===== src/rtl/hubris_pkg.sv =====
// Shared load/writeback constants: funct3 load codes,
// register-file write widths and the writeback FSM encoding.
package hubris_pkg;

   localparam logic [2:0] F3_LB  = 3'd0;
   localparam logic [2:0] F3_LH  = 3'd1;
   localparam logic [2:0] F3_LW  = 3'd2;
   localparam logic [2:0] F3_LBU = 3'd4;
   localparam logic [2:0] F3_LHU = 3'd5;

   localparam logic [3:0] WIDTH_B = 4'd1;
   localparam logic [3:0] WIDTH_H = 4'd2;
   localparam logic [3:0] WIDTH_W = 4'd4;

   typedef enum logic [1:0] {
      ST_IDLE = 2'd0,
      ST_REQ  = 2'd1,
      ST_WAIT = 2'd2,
      ST_WB   = 2'd3
   } lwb_state_e;

endpackage


===== src/rtl/load_align_extend.sv =====
// Picks the byte/half lane from a memory word and sign- or zero-extends it.
// ok_o is low for funct3 codes that are not defined loads.
module load_align_extend
   import hubris_pkg::*;
#(
   parameter int XLEN = 32
) (
   input  logic [2:0]      funct3_i,
   input  logic [1:0]      lane_i,
   input  logic [XLEN-1:0] data_i,
   output logic [XLEN-1:0] data_o,
   output logic [3:0]      width_o,
   output logic            ok_o
);

   logic [7:0]  byte_v;
   logic [15:0] half_v;

   always_comb begin
      byte_v = data_i[8*int'(lane_i) +: 8];
      half_v = data_i[16*int'(lane_i[1]) +: 16];
   end

   always_comb begin
      data_o  = data_i;
      width_o = WIDTH_W;
      ok_o    = 1'b1;
      unique case (funct3_i)
         F3_LB:  data_o = {{(XLEN-8){byte_v[7]}}, byte_v};
         F3_LH:  data_o = {{(XLEN-16){half_v[15]}}, half_v};
         F3_LW:  data_o = data_i;
         F3_LBU: begin
            data_o  = {{(XLEN-8){1'b0}}, byte_v};
            width_o = WIDTH_B;
         end
         F3_LHU: begin
            data_o  = {{(XLEN-16){1'b0}}, half_v};
            width_o = WIDTH_H;
         end
         default: ok_o = 1'b0;
      endcase
   end

endmodule


===== src/rtl/load_writeback_unit.sv =====
// Load/writeback stage: word-aligned memory read, lane extraction, RF write.
// LOAD_WRITEBACK_MISALIGN_TRAP_EN: trap misaligned LH/LHU/LW instead of masking.
module load_writeback_unit
   import hubris_pkg::*;
#(
   parameter int XLEN           = 32,
   parameter int REG_ADDR_WIDTH = 5
) (
   input  logic                      clk,
   input  logic                      reset,
   input  logic                      in_valid,
   output logic                      in_ready,
   input  logic                      in_is_load,
   input  logic [2:0]                in_funct3,
   input  logic [XLEN-1:0]           in_addr,
   input  logic [XLEN-1:0]           in_alu_result,
   input  logic [REG_ADDR_WIDTH-1:0] in_rd,
   input  logic                      in_reg_write,
   output logic                      mem_req_valid,
   input  logic                      mem_req_ready,
   output logic [XLEN-1:0]           mem_req_addr,
   input  logic                      mem_resp_valid,
   input  logic [XLEN-1:0]           mem_resp_data,
   output logic                      rf_write_enable,
   output logic [3:0]                rf_write_width,
   output logic [REG_ADDR_WIDTH-1:0] rf_write_reg_addr,
   output logic [XLEN-1:0]           rf_write_data,
   output logic                      load_misaligned,
   output logic                      busy
);

   lwb_state_e                state_q, state_d;
   logic [2:0]                f3_q, f3_d;
   logic [XLEN-1:0]           addr_q, addr_d;
   logic [REG_ADDR_WIDTH-1:0] rd_q, rd_d;
   logic                      rw_q, rw_d;
   logic                      we_q, we_d;
   logic [3:0]                width_q, width_d;
   logic [REG_ADDR_WIDTH-1:0] wreg_q, wreg_d;
   logic [XLEN-1:0]           wdata_q, wdata_d;
`ifdef LOAD_WRITEBACK_MISALIGN_TRAP_EN
   logic                      mis_q, mis_d;
`endif

   logic            accept;
   logic [1:0]      fix_mask;
   logic [XLEN-1:0] ext_data;
   logic [3:0]      ext_width;
   logic            ext_ok;

   load_align_extend #(.XLEN(XLEN)) u_align (
      .funct3_i (f3_q),
      .lane_i   (addr_q[1:0]),
      .data_i   (mem_resp_data),
      .data_o   (ext_data),
      .width_o  (ext_width),
      .ok_o     (ext_ok)
   );

   // Low address bits that must be zero for the requested access size
   always_comb begin
      fix_mask = 2'b00;
      if (in_funct3 == F3_LH || in_funct3 == F3_LHU) fix_mask = 2'b01;
      if (in_funct3 == F3_LW) fix_mask = 2'b11;
   end

   assign in_ready = (state_q == ST_IDLE) || (state_q == ST_WB);
   assign accept   = in_valid && in_ready;

   always_comb begin
      state_d = state_q;
      f3_d    = f3_q;
      addr_d  = addr_q;
      rd_d    = rd_q;
      rw_d    = rw_q;
      we_d    = 1'b0;
      width_d = width_q;
      wreg_d  = wreg_q;
      wdata_d = wdata_q;
`ifdef LOAD_WRITEBACK_MISALIGN_TRAP_EN
      mis_d   = 1'b0;
`endif
      unique case (state_q)
         ST_IDLE, ST_WB: begin
            state_d = ST_IDLE;
            if (accept && !in_is_load) begin
               state_d = ST_WB;
               rd_d    = in_rd;
               rw_d    = in_reg_write;
               we_d    = in_reg_write && (in_rd != '0);
               width_d = WIDTH_W;
               wreg_d  = in_rd;
               wdata_d = in_alu_result;
            end else if (accept) begin
`ifdef LOAD_WRITEBACK_MISALIGN_TRAP_EN
               if ((in_addr[1:0] & fix_mask) != 2'b00) begin
                  mis_d = 1'b1;
               end else begin
                  state_d = ST_REQ;
                  f3_d    = in_funct3;
                  addr_d  = in_addr;
                  rd_d    = in_rd;
                  rw_d    = in_reg_write;
               end
`else
               state_d = ST_REQ;
               f3_d    = in_funct3;
               addr_d  = {in_addr[XLEN-1:2], in_addr[1:0] & ~fix_mask};
               rd_d    = in_rd;
               rw_d    = in_reg_write;
`endif
            end
         end
         ST_REQ: begin
            if (mem_req_ready) state_d = ST_WAIT;
         end
         ST_WAIT: begin
            if (mem_resp_valid) begin
               state_d = ST_WB;
               we_d    = rw_q && (rd_q != '0) && ext_ok;
               width_d = ext_width;
               wreg_d  = rd_q;
               wdata_d = ext_data;
            end
         end
         default: state_d = ST_IDLE;
      endcase
   end

   always_ff @(posedge clk) begin
      if (reset) begin
         state_q <= ST_IDLE;
         f3_q    <= '0;
         addr_q  <= '0;
         rd_q    <= '0;
         rw_q    <= 1'b0;
         we_q    <= 1'b0;
         width_q <= '0;
         wreg_q  <= '0;
         wdata_q <= '0;
`ifdef LOAD_WRITEBACK_MISALIGN_TRAP_EN
         mis_q   <= 1'b0;
`endif
      end else begin
         state_q <= state_d;
         f3_q    <= f3_d;
         addr_q  <= addr_d;
         rd_q    <= rd_d;
         rw_q    <= rw_d;
         we_q    <= we_d;
         width_q <= width_d;
         wreg_q  <= wreg_d;
         wdata_q <= wdata_d;
`ifdef LOAD_WRITEBACK_MISALIGN_TRAP_EN
         mis_q   <= mis_d;
`endif
      end
   end

   assign mem_req_valid     = (state_q == ST_REQ);
   assign mem_req_addr      = {addr_q[XLEN-1:2], 2'b00};
   assign rf_write_enable   = we_q;
   assign rf_write_width    = width_q;
   assign rf_write_reg_addr = wreg_q;
   assign rf_write_data     = wdata_q;
   assign busy              = (state_q != ST_IDLE);
`ifdef LOAD_WRITEBACK_MISALIGN_TRAP_EN
   assign load_misaligned   = mis_q;
`else
   assign load_misaligned   = 1'b0;
`endif

endmodule


===== config.mk =====
export PLATFORM = sky130hd
export DESIGN_NAME = load_writeback_unit
export DESIGN_NICKNAME = d
export VERILOG_FILES = /design/src/rtl/hubris_pkg.sv /design/src/rtl/load_align_extend.sv /design/src/rtl/load_writeback_unit.sv
export SDC_FILE = /design/constraint.sdc
export NUM_CORES = 1
export LEC_CHECK = 0
export ABC_AREA = 1
export CORE_MARGIN = 10
export CORE_UTILIZATION = 47
export CTS_BUF_LIST = sky130_fd_sc_hd__clkbuf_16
export DETAILED_ROUTE_END_ITERATION = 16
export GPL_ROUTABILITY_DRIVEN = 0
export GPL_TIMING_DRIVEN = 0
export PLACE_DENSITY = 0.86
export REMOVE_ABC_BUFFERS = 1
export SKIP_CTS_REPAIR_TIMING = 1
export SLEW_MARGIN = 20
export SYNTH_ARGS = -nofsm -noshare
export SYNTH_HDL_FRONTEND = slang
export SYNTH_SLANG_ARGS = --single-unit

===== constraint.sdc =====
create_clock -name clk -period 3.5 [get_ports clk]
set_input_delay 0.7 -clock clk [delete_from_list [all_inputs] [get_ports clk]]
set_output_delay 0.7 -clock clk [all_outputs]
set_load 0.02 [all_outputs]

; Yosys cells after proc, flatten, opt, wreduce, memory -nomap -nowiden
; Index checks and enable logic that the tools add are counted.
[word_totals]
regBits = 85
latch_bits = 0
ram_bits = 0
mem_bits_ro = 0
mem_count = 0
[classes]
n_addsub = 0
mul = 0
div_mod_pow = 0
magnitude_cmp = 0
eq_ne = 13
shift = 2
n_mux = 26
n_bitwise = 3
reduce_logical = 21
[op_table]
columns = op, n
row1 = $pmux W32 S4, 1
row2 = $mux W32, 2
row3 = $pmux W32 S2, 1
row4 = $shiftx A32 B6 Y16, 1
row5 = $shiftx A32 B6 Y8, 1
row6 = $mux W5, 4
row7 = $pmux W5 S2, 1
row8 = $reduce_bool A5 Y1, 2
row9 = $eq A3 B3 Y1 const B, 3
row10 = $mux W2, 4
row11 = $mux W4, 2
row12 = $pmux W4 S2, 1
row13 = $mux W1, 7
row14 = $eq A3 B1 Y1 const B, 2
row15 = $eq A3 B2 Y1 const B, 2
row16 = $pmux W2 S3, 1
row17 = $pmux W3 S2, 1
row18 = $reduce_and A3 Y1, 2
row19 = $reduce_bool A2 Y1, 3
row20 = $logic_and A1 B1 Y1, 5
row21 = $reduce_or A5 Y1, 1
row22 = $eq A2 B2 Y1 const B, 2
row23 = $ne A2 B2 Y1 const B, 2
row24 = $reduce_and A2 Y1, 2
row25 = other kinds (11), 12

; Logic depth before layout (Yosys ltp)
; Gate-level depths: netlist of run 1.
[depth]
depth_word = 6
depth_mapped = 11
ltp_nobuf = 9

; Hierarchy
; A second synthesis of run 1 with hierarchy kept.
[unflattened]
cells_unflattened = 856
area_unflattened_um2 = 5205.0
[by_module_without_submodules]
columns = module, n_inst, cells_each, area_each_um2
row1 = load_writeback_unit, 1, 679, 4384.2
row2 = load_align_extend, 1, 177, 820.8

; Worst setup path after synthesis of run 1
; Ideal clock, no wire load.
[synth_timing]
path_type = input port to flip-flop
startpoint = input in_valid
endpoint = register wdata_q[10], in the netlist rf_write_data[10]
t_arrival_ns = 1.588
required_time_ns = 3.382
path_slack_ns = 1.794
path_stages = 9
path_buffers = 2
cell_sequence = inv_1 > nor2_4 > nand2_1 > o21ai_1 > nand2_1 > buf_6 > buf_4 > a21oi_1 > a21oi_1
[synth_via]
elab_chain_cells = 4
[synth_rtl]
columns = item, line_no
row1 = from (decl), load_writeback_unit.sv:11  ; input logic in_valid,
row2 = $logic_and A1 B1 Y1, load_writeback_unit.sv:68  ; assign accept = in_valid && in_ready;
row3 = $logic_and A1 B1 Y1, load_writeback_unit.sv:86  ; if (accept && !in_is_load) begin
row4 = $ne A2 B2 Y1 (no source line), n/a
row5 = $reduce_and A3 Y1 (no source line), n/a
row6 = to (signal assigned), load_writeback_unit.sv:153  ; wdata_q <= wdata_d;
row7 = to (decl), load_writeback_unit.sv:40  ; logic [XLEN-1:0] wdata_q, wdata_d;
; Every way passes these cells.
; A chain may end at the register's enable or synchronous reset.

; Final worst setup path of run 1
[layout_timing]
startpoint = register state_q[0]
endpoint = register width_q[1], in the netlist rf_write_width[1]
[layout_via]
elab_chain_cells = 6
word_cells_on_any_way = 12
[layout_rtl]
columns = item, line_no
row1 = from (decl), load_writeback_unit.sv:32  ; lwb_state_e state_q, state_d;
row2 = from (signal assigned), load_writeback_unit.sv:145  ; state_q <= state_d;
row3 = $eq A2 B2 Y1 or $logic_not A2 Y1 (tied branches), "load_writeback_unit.sv:67, load_writeback_unit.sv:83"
row4 = $logic_or A1 B1 Y1, load_writeback_unit.sv:67  ; assign in_ready = (state_q == ST_IDLE) || (state_q == ST_WB);
row5 = $logic_and A1 B1 Y1, load_writeback_unit.sv:68
row6 = $logic_and A1 B1 Y1, load_writeback_unit.sv:86
row7 = $ne A2 B2 Y1 (no source line), n/a
row8 = $reduce_and A3 Y1 (no source line), n/a
row9 = to (signal assigned), load_writeback_unit.sv:151  ; width_q <= width_d;
row10 = to (decl), load_writeback_unit.sv:38  ; logic [3:0] width_q, width_d;
; Several ways; a longest one is shown, not always the timed one.

==> results of run 1 <==
per-stage QoR:
stage	TNS, ns	util [%]	setup slack (ns)	hold slack, ns
floorplan	-0.0363	-	-0.0363	0.448
global placement	-57.10	63.5	-1.80	0.451
detailed placement	0	64.1	0.00520	0.456
CTS	-0.0225	67.2	-0.0225	0.466
global route	0	67.3	0.116	0.482
finish	0	67.3	0.356	0.464
cells in the final DEF, fill, tap and decap left out, types with 3 or more instances in the layout:
| cell type | synthesis | layout |
|---|---|---|
| a21oi_1 | 113 | 113 |
| clkbuf_16 | 0 | 9 |
| inv_1 | 67 | 65 |
| o211ai_1 | 8 | 8 |
| conb_1 | 1 | 4 |
| nand2_1 | 233 | 231 |
| nand3_1 | 39 | 39 |
| nor2_1 | 37 | 37 |
| or2_2 | 16 | 16 |
| clkdlybuf4s50_1 | 0 | 183 |
| inv_8 | 0 | 3 |
| o21ai_0 | 31 | 31 |
| dfxtp_1 | 84 | 84 |
final cells by class:
cell class | count | area (sq um) | share of cell area (%)
Clock buffer | 9 | 225 | 3.45
Clock inverter | 7 | 76.3 | 1.17
Inverter | 69 | 263 | 4.03
Multi-Input combinational cell | 493 | 2220 | 34.0
Sequential cell | 84 | 1680 | 25.8
Tap cell | 133 | 166 | 2.55
Timing Repair Buffer | 186 | 1880 | 28.9
Timing Repair inverter | 1 | 7.51 | 0.115
cell families (layout without fill, tap and decap cells):
kind of cell,Yosys count,in the layout,share of synthesized area [%]
buf+inv,147,272,16.1
other cells,1,4,0.0812
simple gates,330,330,29.1
fa+ha+maj,3,3,0.813
compound gates,156,156,17.5
flops,84,84,36.4
critical path, stage by stage (launching register included):
cell and delay, ns:
dfxtp_1 0.32, inv_1 0.10, ha_2 0.61, inv_2 0.53, or2_0 0.41, nand2_4 0.37, clkinvlp_4 0.37, o21ai_0 0.23
nor2_1 0.06
registers in the layout (all words and copies together) (netlist names):
name               flops
addr_q                32
f3_q                   3
rd_q                   5
rf_write_data         32
rf_write_enable        1
rf_write_reg_addr      5
rf_write_width         3
rw_q                   1
state_q                2
worst min path at each step:
stage               start         end  slack, ns  depth (start not counted)
2_1_floorplan     rd_q[3]     rd_q[3]       0.45                          2
3_3_place_gp    addr_q[8]   addr_q[8]       0.45                          2
3_5_place_dp   addr_q[22]  addr_q[22]       0.46                          2
4_1_cts         addr_q[7]   addr_q[7]       0.47                          2
5_1_grt        addr_q[15]  addr_q[15]       0.48                          2
6_report        addr_q[7]   addr_q[7]       0.46                          2
report_power, final:
| part | internal, W | switching (W) |
|---|---|---|
| registers | 0.00123 | 0.000156 |
| clock network | 0.000507 | 0.000442 |
| logic | 0.000992 | 0.00146 |
| total | 0.00272 | 0.00206 |
routing by layer:
layer,vias to the layer above,part of all wire (%)
li1,2490,-
met1,2234,42
met2,192,46
met3,24,9.5
met4,0,2.2
met5,-,0
==> flow_metrics.tcl, run 1 <==
set metrics [dict create \
    p_per_area_nw_per_um2 734 \
    synth_top_area_cell "dfxtp_1" \
    place_area_sq_um 6200 \
    maxSlewHeadroom_pct 26.2 \
    period_share_pct 89.8 \
    path_clk_slew_ns 0.07 \
    r2r_start "state_q[0]" \
    drtPass1Iterations 5 \
    yosysUniqueCellTypes 25 \
    stdcell_count 982 \
    startpoint "state_q[0]" \
    insertion_delay_ns 0.34 \
    synth_cells 721 \
    fp-row-count 36 \
    worstRegToRegCells 8 \
    num_vias 4940 \
    status "complete, no violations" \
    cts_max_level 3 \
    die_w_um 119 \
    cellLeakagePower_nw 2.78 \
    grt.met1_usage_pct 24.5 \
    hp-class "register to register" \
    grt_use_met2_pct 32.3 \
    timing.rr.end "rf_write_width[1]" \
    initial_core_util_pct 47.7 \
    cts.sinks 84 \
    wl_um 14900 \
    routedWlPerCell_um 15.2 \
    synth_seq_cells 84 \
    grt_use_met3_pct 7.65 \
    avgSynthCellArea_sq_um 6.40 \
    drive_above_1_share_pct 5.06 \
    fill_cells 855 \
    cts_root_buf "clkbuf_16" \
    period_minus_slack_ns 3.14 \
    grt_pass1_vias 4634 \
    tightest_slew_ns 1.11 \
    io_pins 189 \
    synthesis.area_sq_um 4620 \
    rsz0062_at_grt "false" \
    cts_made_buffers 9 \
    synthFlopType "dfxtp_1" \
    ys_seq_area_share_pct 36.4 \
    yosys-top-cells-count "233 x nand2_1, 113 x a21oi_1, 84 x dfxtp_1, 67 x inv_1, 39 x nand3_1" \
    ir_worst_vdd_mv 0.551 \
    core_area_sq_um 9680 \
    die_h_um 119 \
    cp_max_fo 47 \
    initialDrtViolationCount 364 \
    cp-endpoint "rf_write_width[1]" \
    grt_max_degree 48 \
    grt_antenna_before_repair 0 \
    synth.most_common_cell "nand2_1" \
    cts_tree "done" \
    yosysWarnings 0 \
    nNetsFinal 958 \
    grt_pass1_wl_um 23800 \
    synth_area_leaders "dfxtp_1 36%, nand2_1 19%, a21oi_1 12%" \
    portBuffers 184 \
    clock_skew_ns 0.00862 \
    async_reset_ff_share_pct 0 \
    diodes 0 \
    max_freq_mhz 318 \
    synth_top_area_share_pct 36.4 \
    regToRegSetupSlack_ns 0.36 \
    power.total_w 0.00478 \
    grt-ovfl-total 0 \
    hold_viol 0 \
    via_per_inst 5.03 \
    dp.final_hpwl_um 10800 \
    die_area_sq_um 14200 \
    endpoint_kind "register" \
    crit_type "register to register" \
    top_usage_layer "met2" \
    finalSetupViolCount 0 \
    drv_cap 0 \
    critPathArrivalTime_ns 3.37 \
    crit_required_ns 3.73 \
    crit_path_start_kind "register" \
    synthToLayoutAreaGrowth_pct 41.2 \
    grtUsageTotal_pct 20.2 \
    finalMaxSlewViolations 0 \
    postLayoutCellArea_sq_um 6520 \
    ant_nets 0 \
    synth_edf_count 0 \
    dp_cells 965 \
    drc_errors 0 \
    clockBufferDepth 2 \
]
Note: power is estimated with default switching activity, not from simulation.
==> inputs of run 2 (changes only) <==
- CORE_UTILIZATION: 47 -> 69
- DONT_BUFFER_PORTS: unset -> 1
- PLACE_DENSITY: 0.86 -> 0.85
==> run 2 against run 1 <==
Net effect: clock-buffer cell count is the same; combinational power fell by 38%; maximum frequency shrank 0.91%; worst setup slack got worse by 0.029 ns; power shrank 11%; clock skew decreased by 0.0046 ns; largest cell class unchanged; via count shrank 13%; flip-flop and latch count unchanged; worst hold slack lost 0.036 ns; non-clock buffer count decreased by 185; utilization grew 4.2 points; clock power increased by 4.5%.
==> flow_metrics.tcl, run 2 (synthesis gave the netlist of run 1 again) <==
set metrics [dict create \
    status "complete, no violations" \
    grt_max_degree 52 \
    grt-ovfl-total 0 \
    dp_slack_ns -0.327 \
    grt_antenna_before_repair 0 \
    insertion_delay_ns 0.33 \
    p_seq_share_pct 40.5 \
    grtUsageTotal_pct 23.8 \
    mostFrequentLayoutCell "nand2_1" \
    initialDrtViolationCount 258 \
    grt_pass1_vias 4033 \
    num_vias 4290 \
    layout_common_cells "231 x nand2_1, 113 x a21oi_1, 84 x dfxtp_1" \
    p_per_area_nw_per_um2 921 \
    crit_path_start_kind "register" \
    r2r_start "state_q[0]" \
    maxSlewHeadroom_pct 30.7 \
    endpoint_kind "register" \
    p_comb_share_pct 36.1 \
    clock_skew_ns 0.00399 \
    period_share_pct 90.7 \
    portBuffers 0 \
    ant_nets 0 \
    initial_core_util_pct 71.9 \
    startpoint "state_q[0]" \
    die_h_um 102 \
    ir_worst_vdd_mv 0.900 \
    clockBufferDepth 2 \
    cts_tree "done" \
    io_pins 189 \
    internal_power_w 0.00234 \
    path_clk_slew_ns 0.06 \
    cts_root_buf "clkbuf_16" \
    finalMaxSlewViolations 0 \
    rsz0062_at_grt "false" \
    p_clk_share_pct 23.4 \
    p_sw_share_pct 44.8 \
    worstRegToRegCells 8 \
    drv_cap 0 \
    drtPass1Iterations 6 \
    fp-row-count 29 \
    hp-class "input port to register" \
    cts_max_level 3 \
    netSwitchingPower_w 0.00190 \
    drive_above_1_share_pct 5.58 \
    power.total_w 0.00423 \
    diodes 0 \
    min_from "reset" \
    period_minus_slack_ns 3.17 \
    max_freq_mhz 315 \
    drc_errors 0 \
    die_area_sq_um 10400 \
    dp_cells 724 \
    finalSetupViolCount 0 \
    cts_made_buffers 9 \
    die_w_um 102 \
    cts.sinks 84 \
    timing.final.ws_setup_ns 0.327 \
    cellLeakagePower_nw 2.08 \
    stdcell_count 740 \
    hold_viol 0 \
    wl_um 13100 \
    routedWlPerCell_um 17.8 \
    crit_type "register to register" \
    critPathArrivalTime_ns 3.40 \
    fin_util_pct 71.6 \
    core_area_sq_um 6420 \
    synthToLayoutAreaGrowth_pct -0.461 \
    crit_required_ns 3.72 \
    dp.final_hpwl_um 9350 \
    hold_depth 1 \
    tightest_slew_ns 1.04 \
    grt_pass1_wl_um 19900 \
    nNetsFinal 773 \
    cp_max_fo 47 \
    via_per_inst 5.80 \
]
==> run 2: cell types whose count changed in the layout (fill, tap and decap cells not counted), sizes merged <==
cell and delta:
clkdlybuf4s50 -183, bufinv +2, clkinv +1, inv -4
buf -2
==> run 2: final timing paths <==
path | end | slack (ns)
min | addr_q[19] | 0.43
min reg2reg | rd_q[3] | 0.49
max reg2reg | rf_write_width[1] | 0.33
max | rf_write_width[1] | 0.33
==> run 2: worst max-delay path, stage by stage, from the launching register on <==
cell,delay (ns)
dfxtp_1,0.31
inv_1,0.11
ha_2,0.62
inv_4,0.37
or2_0,0.34
nand2_2,0.51
clkinvlp_4,0.46
o21ai_0,0.25
nor2_1,0.07
==> run 2: area by class of cell <==
class | instances | area (sq um)
clock buffer | 9 | 225
clock inverter | 6 | 80.1
fill | 576 | 1830
inverter | 69 | 265
multi-input combinational | 493 | 2210
sequential | 84 | 1680
tap | 77 | 96.3
timing repair buffer | 1 | 27.5
timing repair inverter | 1 | 7.51
==> run 2: through the flow <==
step / TNS, ns / hold slack, ns / instance area [sq um]
4_1_cts: -5.85 / 0.422 / 4580
5_1_grt: 0 / 0.424 / 4600
3_5_place_dp: -5.14 / 0.476 / 4270
3_3_place_gp: -41.49 / 0.460 / 4240
2_1_floorplan: -0.0363 / 0.448 / 4150
6_report: 0 / 0.428 / 4600
==> run 2: layer usage <==
metal / share of wire (%) / track usage [%] / vias to the layer above
met5: 0 / 0 / -
met2: 51 / 43.2 / 198
met4: 2.1 / 8.14 / 0
met1: 34 / 24.8 / 1949
li1: - / - / 2112
met3: 12 / 8.85 / 31
==> run 2: power by group through the flow <==
stage	combinational (W)	sequential (W)	clock, W
6_report	0.00153	0.00172	0.000992
4_1_cts	0.00150	0.00172	0.000999
3_5_place_dp	0.00148	0.00174	0
3_3_place_gp	0.00142	0.00173	0
5_1_grt	0.00174	0.00175	0.00104
2_1_floorplan	0.00116	0.00165	0
